[src/rtl/gpio_pkg.sv]
// Shared definitions for the byte-wide digital I/O port: register offsets,
// default base addresses and the interrupt-vector encoder.
package gpio_pkg;

    localparam logic [15:0] P1_BASE = 16'h0200;
    localparam logic [15:0] P2_BASE = 16'h0220;

    localparam logic [4:0] OFF_IN   = 5'h00;
    localparam logic [4:0] OFF_OUT  = 5'h02;
    localparam logic [4:0] OFF_DIR  = 5'h04;
    localparam logic [4:0] OFF_REN  = 5'h06;
    localparam logic [4:0] OFF_SEL0 = 5'h0A;
    localparam logic [4:0] OFF_SEL1 = 5'h0C;
    localparam logic [4:0] OFF_IV   = 5'h0E;
    localparam logic [4:0] OFF_SELC = 5'h16;
    localparam logic [4:0] OFF_IES  = 5'h18;
    localparam logic [4:0] OFF_IE   = 5'h1A;
    localparam logic [4:0] OFF_IFG  = 5'h1C;

    // 2*(n+1) for the lowest set bit n, 0 when nothing is pending.
    function automatic logic [7:0] iv_encode(input logic [7:0] pend);
        logic [7:0] v;
        v = 8'h00;
        for (int i = 7; i >= 0; i--) begin
            if (pend[i]) v = 8'((i + 1) * 2);
        end
        return v;
    endfunction

endpackage

[src/rtl/gpio_sync_edge.sv]
// Pin input synchroniser with IES-qualified edge detection; detection stays
// disarmed until the synchroniser has flushed after reset.
module gpio_sync_edge #(
    parameter int SYNC_STAGES = 2
) (
    input  logic       clk,
    input  logic       rst,
    input  logic [7:0] pin_in,
    input  logic [7:0] ies,
    output logic [7:0] sync_in,
    output logic [7:0] edge_det
);

    localparam int CW = $clog2(SYNC_STAGES + 2);
    localparam logic [CW-1:0] ARM_LOAD = CW'(SYNC_STAGES + 1);

    logic [SYNC_STAGES-1:0][7:0] sync_q, sync_d;
    logic [7:0]                  prev_q, prev_d;
    logic [CW-1:0]               arm_cnt_q, arm_cnt_d;

    always_comb begin
        sync_d    = sync_q;
        sync_d[0] = pin_in;
        for (int i = 1; i < SYNC_STAGES; i++) begin
            sync_d[i] = sync_q[i-1];
        end
        sync_in   = sync_q[SYNC_STAGES-1];
        prev_d    = sync_in;
        arm_cnt_d = (arm_cnt_q != '0) ? arm_cnt_q - 1'b1 : arm_cnt_q;
        // Changed bit whose new level differs from IES: rise when IES=0, fall when IES=1.
        edge_det  = (arm_cnt_q == '0) ? ((sync_in ^ prev_q) & (sync_in ^ ies)) : 8'h00;
    end

    always_ff @(posedge clk) begin
        if (rst) begin
            sync_q    <= '0;
            prev_q    <= '0;
            arm_cnt_q <= ARM_LOAD;
        end else begin
            sync_q    <= sync_d;
            prev_q    <= prev_d;
            arm_cnt_q <= arm_cnt_d;
        end
    end

endmodule

[src/rtl/gpio_port.sv]
// Digital I/O port register block: bus decode, port registers, edge flags
// and the interrupt vector with bit-0-first priority.
module gpio_port
    import gpio_pkg::*;
#(
    parameter logic [15:0] BASE_ADDR   = P1_BASE,
    parameter int          SYNC_STAGES = 2
) (
    input  logic        MCLK,
    input  logic        RST,
    input  logic [15:0] addr,
    input  logic [7:0]  wdata,
    input  logic        we,
    input  logic        re,
    output logic [7:0]  rdata,
    input  logic [7:0]  pin_in,
    output logic [7:0]  PxOUT,
    output logic [7:0]  PxDIR,
    output logic [7:0]  PxREN,
    output logic [7:0]  PxSEL0,
    output logic [7:0]  PxSEL1,
    output logic        irq
);

    logic [7:0]  out_q, out_d, dir_q, dir_d, ren_q, ren_d;
    logic [7:0]  sel0_q, sel0_d, sel1_q, sel1_d;
    logic [7:0]  ies_q, ies_d, ie_q, ie_d, ifg_q, ifg_d;
    logic [7:0]  rdata_q, rdata_d;
    logic [15:0] off_full;
    logic [4:0]  off;
    logic        in_win, wr_en, rd_en;
    logic [7:0]  pending, low_mask, iv_val;
    logic [7:0]  sync_in, edge_det;

    gpio_sync_edge #(.SYNC_STAGES(SYNC_STAGES)) u_sync_edge (
        .clk      (MCLK),
        .rst      (RST),
        .pin_in   (pin_in),
        .ies      (ies_q),
        .sync_in  (sync_in),
        .edge_det (edge_det)
    );

    always_comb begin
        off_full = addr - BASE_ADDR;
        in_win   = (off_full < 16'd32);
        off      = off_full[4:0];
        wr_en    = we & in_win;
        rd_en    = re & in_win;
        pending  = ifg_q & ie_q;
        low_mask = pending & (~pending + 8'd1);
        iv_val   = iv_encode(pending);

        out_d  = out_q;
        dir_d  = dir_q;
        ren_d  = ren_q;
        sel0_d = sel0_q;
        sel1_d = sel1_q;
        ies_d  = ies_q;
        ie_d   = ie_q;
        ifg_d  = ifg_q;

        if (rd_en && off == OFF_IV) ifg_d = ifg_q & ~low_mask;

        if (wr_en) begin
            case (off)
                OFF_OUT:  out_d  = wdata;
                OFF_DIR:  dir_d  = wdata;
                OFF_REN:  ren_d  = wdata;
                OFF_SEL0: sel0_d = wdata;
                OFF_SEL1: sel1_d = wdata;
                OFF_SELC: begin
                    sel0_d = sel0_q ^ wdata;
                    sel1_d = sel1_q ^ wdata;
                end
                OFF_IES:  ies_d  = wdata;
                OFF_IE:   ie_d   = wdata;
                OFF_IFG:  ifg_d  = wdata;
                OFF_IV:   ifg_d  = 8'h00;
                default:  ;
            endcase
        end

        // Hardware edges override any software clear in the same cycle.
        ifg_d = ifg_d | edge_det;

        rdata_d = 8'h00;
        if (rd_en) begin
            case (off)
                OFF_IN:   rdata_d = sync_in;
                OFF_OUT:  rdata_d = out_q;
                OFF_DIR:  rdata_d = dir_q;
                OFF_REN:  rdata_d = ren_q;
                OFF_SEL0: rdata_d = sel0_q;
                OFF_SEL1: rdata_d = sel1_q;
                OFF_IV:   rdata_d = iv_val;
                OFF_IES:  rdata_d = ies_q;
                OFF_IE:   rdata_d = ie_q;
                OFF_IFG:  rdata_d = ifg_q;
                default:  rdata_d = 8'h00;
            endcase
        end
    end

    always_ff @(posedge MCLK) begin
        if (RST) begin
            out_q   <= '0;
            dir_q   <= '0;
            ren_q   <= '0;
            sel0_q  <= '0;
            sel1_q  <= '0;
            ies_q   <= '0;
            ie_q    <= '0;
            ifg_q   <= '0;
            rdata_q <= '0;
        end else begin
            out_q   <= out_d;
            dir_q   <= dir_d;
            ren_q   <= ren_d;
            sel0_q  <= sel0_d;
            sel1_q  <= sel1_d;
            ies_q   <= ies_d;
            ie_q    <= ie_d;
            ifg_q   <= ifg_d;
            rdata_q <= rdata_d;
        end
    end

    assign rdata  = rdata_q;
    assign PxOUT  = out_q;
    assign PxDIR  = dir_q;
    assign PxREN  = ren_q;
    assign PxSEL0 = sel0_q;
    assign PxSEL1 = sel1_q;
    assign irq    = |(ifg_q & ie_q);

endmodule

[config.mk]
export PLATFORM = sky130hd
export DESIGN_NAME = gpio_port
export DESIGN_NICKNAME = d
export VERILOG_FILES = /design/src/rtl/gpio_pkg.sv /design/src/rtl/gpio_sync_edge.sv /design/src/rtl/gpio_port.sv
export SDC_FILE = /design/constraint.sdc
export NUM_CORES = 1
export LEC_CHECK = 0
export CORE_MARGIN = 5
export CORE_UTILIZATION = 28
export CTS_CLUSTER_SIZE = 40
export DETAILED_ROUTE_END_ITERATION = 10
export GPL_ROUTABILITY_DRIVEN = 0
export PLACE_DENSITY_LB_ADDON = 0.12
export SLEW_MARGIN = 20
export SYNTH_ARGS = -nofsm -noshare
export SYNTH_HDL_FRONTEND = slang
export SYNTH_SLANG_ARGS = --single-unit
[constraint.sdc]
create_clock -name MCLK -period 3.3 [get_ports MCLK]
set_clock_uncertainty 0.1 [all_clocks]
set_input_delay 0.33 -clock MCLK [delete_from_list [all_inputs] [get_ports MCLK]]
set_output_delay 0.33 -clock MCLK [all_outputs]
set_load 0.01 [all_outputs]
Word-level counts from Yosys, hierarchy flattened. Index checks and enable logic that the tools add are counted. Widths: inputs -> output; s select.

Flip-flop bits (word level): 98. Latch bits: 0. Bits in writable memories: 0. ROM bits: 0. Input port bits: 36. Output and inout port bits: 49. Logic and storage cells: 71. Memories kept: 0.

$add $sub $neg: 3. Multipliers: 0. Divide/modulo/power cells: 0. Order comparisons: 1. Eq/ne operators: 10. Shifts and indexed selects: 0. Muxes and demuxes: 15. Bitwise logic cells: 14. Reduce and logical (&&, ||, !) cells: 15.

Operators by type and width (number): $mux 8 (10); $pmux 8 s10 (1); $pmux 8 s2 (3); $and 8x8->8 (4); $xor 8x8->8 (4); $eq 5x5->1 const B (4); $lt 16x6->1 const B (1); $not 8->8 (2); $sub 16x10->16 const B (1); $eq 5x4->1 const B (3); $reduce_and 2->1 (7); $eq 5x3->1 const B (2); $add 8x1->8 const B (1); $or 8x8->8 (1); $reduce_or 8->1 (1); $reduce_bool 2->1 (3); $eq 5x2->1 const B (1); $logic_not 5->1 (1); $mux 5 (1); $and 1x1->1 (2); $logic_not 2->1 (1); $reduce_or 2->1 (1); $sub 2x1->2 const B (1); $logic_and 1x1->1 (1); $not 1->1 (1).

Logic depth before layout (Yosys ltp).
Depth in word-level cells: 10. Depth in mapped cells: 10.

Modules after synthesis. From an unflattened synthesis, not the netlist that was laid out.

Cell total of the unflattened synthesis: 541. Area, all modules: 4748.3 um^2.

By module, submodules not included: gpio_port (times used 1, cells an instance 456, area an instance 3794.9 um^2, seq. area each 1441.4 um^2); gpio_sync_edge (times used 1, cells an instance 85, area an instance 953.4 um^2, seq. area each 520.5 um^2).

Worst setup path after synthesis. OpenSTA, ideal clock, no wires.

Kind: input-to-reg. Start point: input addr[9]. End point: register out_q[0], in the netlist PxOUT[0]. Setup time: 0.128 ns. Arrival: 1.749 ns. Data required time: 3.072 ns. Slack: 1.323 ns. Cell stages on the path: 10. Buffers on the path: 3. Path through: inv_1 -> ha_1 -> and4bb_2 -> and4_1 -> buf_4 -> buf_6 -> and2_4 -> buf_12 -> mux2i_1 -> nor2_1.

Longest elaborated chain between the ends: 4.

RTL lines: start, declared (RTL line gpio_port.sv:11) `input logic [15:0] addr,`; $sub 16x10->16 (RTL line gpio_port.sv:45) `off_full = addr - BASE_ADDR;`; $lt 16x6->1 (RTL line gpio_port.sv:46) `in_win = (off_full < 16'd32);`; $and 1x1->1 (RTL line gpio_port.sv:48) `wr_en = we & in_win;`; $reduce_and 2->1 (no line); end signal, assigned (RTL line gpio_port.sv:117) `out_q <= out_d;`; end, declared (RTL line gpio_port.sv:25) `logic [7:0] out_q, out_d, dir_q, dir_d, ren_q, ren_d;`.

No other way between the ends. A chain may end at the register's enable or synchronous reset.

Worst setup path in the final report.
Start point: register ifg_q[5]. End point: output irq.

Longest elaborated chain between the ends: 2.

RTL lines: start, declared (RTL line gpio_port.sv:27) `logic [7:0] ies_q, ies_d, ie_q, ie_d, ifg_q, ifg_d;`; start signal, assigned (RTL line gpio_port.sv:124) `ifg_q <= ifg_d;`; $and 8x8->8 (RTL line gpio_port.sv:135) `assign irq = |(ifg_q & ie_q);`; $reduce_or 8->1 (RTL line gpio_port.sv:135); end, declared (RTL line gpio_port.sv:22) `output logic irq`.

No other way between the ends.

==> impl_metrics.env <==
export IMPL_status="finished clean"
export IMPL_p_clk_frac=0.435
export IMPL_layout_common_cells="dfxtp_1, clkdlybuf4s50_1, nand2_1"
export IMPL_syn2layout_area_growth_pct=26.2
export IMPL_antenna_found_initial=0
export IMPL_netlist_area_mm2=0.00467
export IMPL_internal_power_mw=1.88
export IMPL_cts_resized=0
export IMPL_finalSetupTns_ns=0
export IMPL_worst_slew_pin_slew_ns=0.876
export IMPL_slew_headroom=0.416
export IMPL_critPathCaptureType="output port"
export IMPL_avgSynthCellArea_um2=8.90
export IMPL_clock_root_buffer="clkbuf_16"
export IMPL_p_sw_frac=0.232
export IMPL_dieArea_mm2=0.0194
export IMPL_power_density_mw_per_mm2=415
export IMPL_drc=0
export IMPL_synthArstFlopShare=0
export IMPL_worstSetupPathType="register to output port"
export IMPL_layout_drive_gt1_share=0.0675
export IMPL_rr_worst_depth=5
export IMPL_max_stage_delay_ns=0.55
export IMPL_initial_core_util=0.284
export IMPL_dp_hpwl_um=11000
export IMPL_first_pass_iters=6
export IMPL_finalCriticalPeriod_ns=2.61
export IMPL_die_w_um=139
export IMPL_gr_usage_all_layers=0.156
export IMPL_worstPathArrival_ns=2.18
export IMPL_grt_ovfl_total=0
export IMPL_ys_seq_area_frac=0.420
export IMPL_io_buffers=84
export IMPL_hold_buffers=0
export IMPL_p_comb_frac=0.070
export IMPL_post_cts_buffers=0
export IMPL_syn_inst=525
export IMPL_finalPower_mw=2.45
export IMPL_grt_pass1_vias=3964
export IMPL_path_delay_family="compound AO/OA/AOI/OAI gates"
export IMPL_io_pins=85
export IMPL_p_leak_nw=1.82
export IMPL_min_path_type="register to register"
export IMPL_clk_path_buf_depth=2
export IMPL_cts_tree="built"
export IMPL_ys_types=55
export IMPL_start_kind="register"
export IMPL_path_buf_inv=1
export IMPL_clkSlewWorstSetupHoldPaths_ns=0.07
export IMPL_die_h_um=139
export IMPL_cts_htree_levels=3
export IMPL_path_cells="a22o_1 -> a221oi_1 -> nand4_1 -> clkdlybuf4s50_1"
export IMPL_critPathMaxFanout=4
export IMPL_n_antenna_cell=0
export IMPL_hold_viol_final=0
export IMPL_seq_power_share=0.495
export IMPL_synth_flop_cell="dfxtp_1"
export IMPL_vias_per_cell=5.16
export IMPL_regToRegSetupSlack_ns=1.47
export IMPL_nNetsFinal=626
export IMPL_min_from="u_sync_edge.sync_d[8]"
export IMPL_core_mm2=0.0165
export IMPL_cts_buffers=9
export IMPL_post_route_period_util=0.792
export IMPL_drt_wl_total_um=15200
export IMPL_final_common_cell="dfxtp_1"
export IMPL_setup_viol=0
export IMPL_worstSkewPairLatency_ns=0.35
export IMPL_required_ns=2.87
export IMPL_startpoint="ifg_q[5]"
export IMPL_fp_row_count=47
export IMPL_timing_fmax_mhz=383
export IMPL_ant_nets=0
export IMPL_crit_path_top_delay_cell="clkdlybuf4s50_1"
export IMPL_ir_worst_vdd_uv=257
export IMPL_grt_pass1_wl_um=23600
export IMPL_vias=4192
export IMPL_power_switching_mw=0.567
export IMPL_synth_edf_count=0
export IMPL_hold_path_depth=1
export IMPL_grt_max_degree=51
export IMPL_initialDrtViolationCount=382
export IMPL_reg2reg_to="ifg_q[7]"
export IMPL_hold_end="u_sync_edge.sync_in[0]"
export IMPL_maxCapViolations=0
export IMPL_reg2reg_from="ifg_q[2]"
export IMPL_synth_net_count=563
export IMPL_clkSinkCount=98
export IMPL_drv_slew=0
export IMPL_ys_seq_elements=98
export IMPL_rsz0062_at_grt="no"
export IMPL_yosysWarnings=0
export IMPL_avgRoutedWirePerCell_um=18.7
-- routing by layer --
layer  routed length [um]  global-route usage  vias up
li1                     -                   -     2034
met1                 7050               0.211     2007
met2                 6990               0.248      135
met3                  897              0.0403       16
met4                  246              0.0448        0
met5                    0                   0        -
-- power by group through the flow --
stage	clock network [mW]	registers, mW	logic (mW)
3_5_place_dp	0	1.24	0.170
4_1_cts	1.10	1.21	0.171
3_3_place_gp	0	1.24	0.168
5_1_grt	1.15	1.21	0.187
2_1_floorplan	0	1.24	0.0997
6_report	1.06	1.21	0.170
-- worst max-delay path by stage --
stage	end	slack, ns	cells past startpoint
after floorplan	PxOUT[0]	1.32	10
after global placement	PxSEL1[2]	0.55	6
after detailed placement	PxSEL1[2]	0.45	6
after CTS	irq	0.66	4
after global routing	irq	0.54	4
final	irq	0.69	4
-- flip-flops by register name, indices dropped and copies added, names as in the netlist --
register	cells
PxDIR	8
PxOUT	8
PxREN	8
PxSEL0	8
PxSEL1	8
ie_q	8
ies_q	8
ifg_q	8
rdata	8
u_sync_edge.arm_cnt_q	2
u_sync_edge.prev_q	8
u_sync_edge.sync_d	8
u_sync_edge.sync_in	8
-- Yosys cell counts, types with 7 or more instances --
| master | number | area (um2) |
|---|---|---|
| a21oi_1 | 27 | 135 |
| a221oi_1 | 10 | 87.6 |
| a22o_1 | 10 | 87.6 |
| a22oi_1 | 21 | 158 |
| a31oi_1 | 30 | 188 |
| buf_2 | 16 | 80.1 |
| buf_4 | 7 | 52.6 |
| clkbuf_1 | 13 | 48.8 |
| dfxtp_1 | 98 | 1960 |
| mux2i_1 | 31 | 310 |
| nand2_1 | 77 | 289 |
| nand3_1 | 7 | 35.0 |
| nand3b_1 | 13 | 97.6 |
| nor2_1 | 38 | 143 |
| nor2b_1 | 26 | 163 |
| nor3b_1 | 14 | 105 |
| o21ai_0 | 12 | 60.1 |
-- cell families (layout without fill, tap and decap cells) --
kind of cell | after synthesis | after routing | share of synthesized area
AO/OA/AOI/OAI | 134 | 134 | 0.196
XOR/XNOR | 3 | 3 | 0.00563
adder cells (fa/ha/maj) | 2 | 2 | 0.00536
buffers and inverters | 46 | 114 | 0.0576
flip-flops | 98 | 98 | 0.420
multiplexers | 31 | 31 | 0.0664
AND/OR/NAND/NOR | 211 | 211 | 0.249
-- stage by stage --
| step | cell area [um2] | setup WS, ns | utilization | hold WS (ns) | std cells |
|---|---|---|---|---|---|
| 2_1_floorplan | 4670 | 1.32 | - | 0.314 | 525 |
| 3_3_place_gp | 5600 | 0.551 | 0.340 | 0.317 | 797 |
| 3_5_place_dp | 5600 | 0.449 | 0.340 | 0.326 | 797 |
| 4_1_cts | 5900 | 0.662 | 0.358 | 0.341 | 813 |
| 5_1_grt | 5900 | 0.538 | 0.358 | 0.364 | 813 |
| 6_report | 5900 | 0.687 | 0.358 | 0.337 | 813 |
-- area by class of cell --
class | count | area (um2)
inverters | 5 | 18.8
multi-input cells | 381 | 2440
clock inverters | 5 | 53.8
flip-flops and latches | 98 | 1960
clock buffers | 11 | 243
repair buffers | 93 | 903
fillers | 1688 | 10600
well taps | 220 | 275
(Power assumes the default switching activity.)
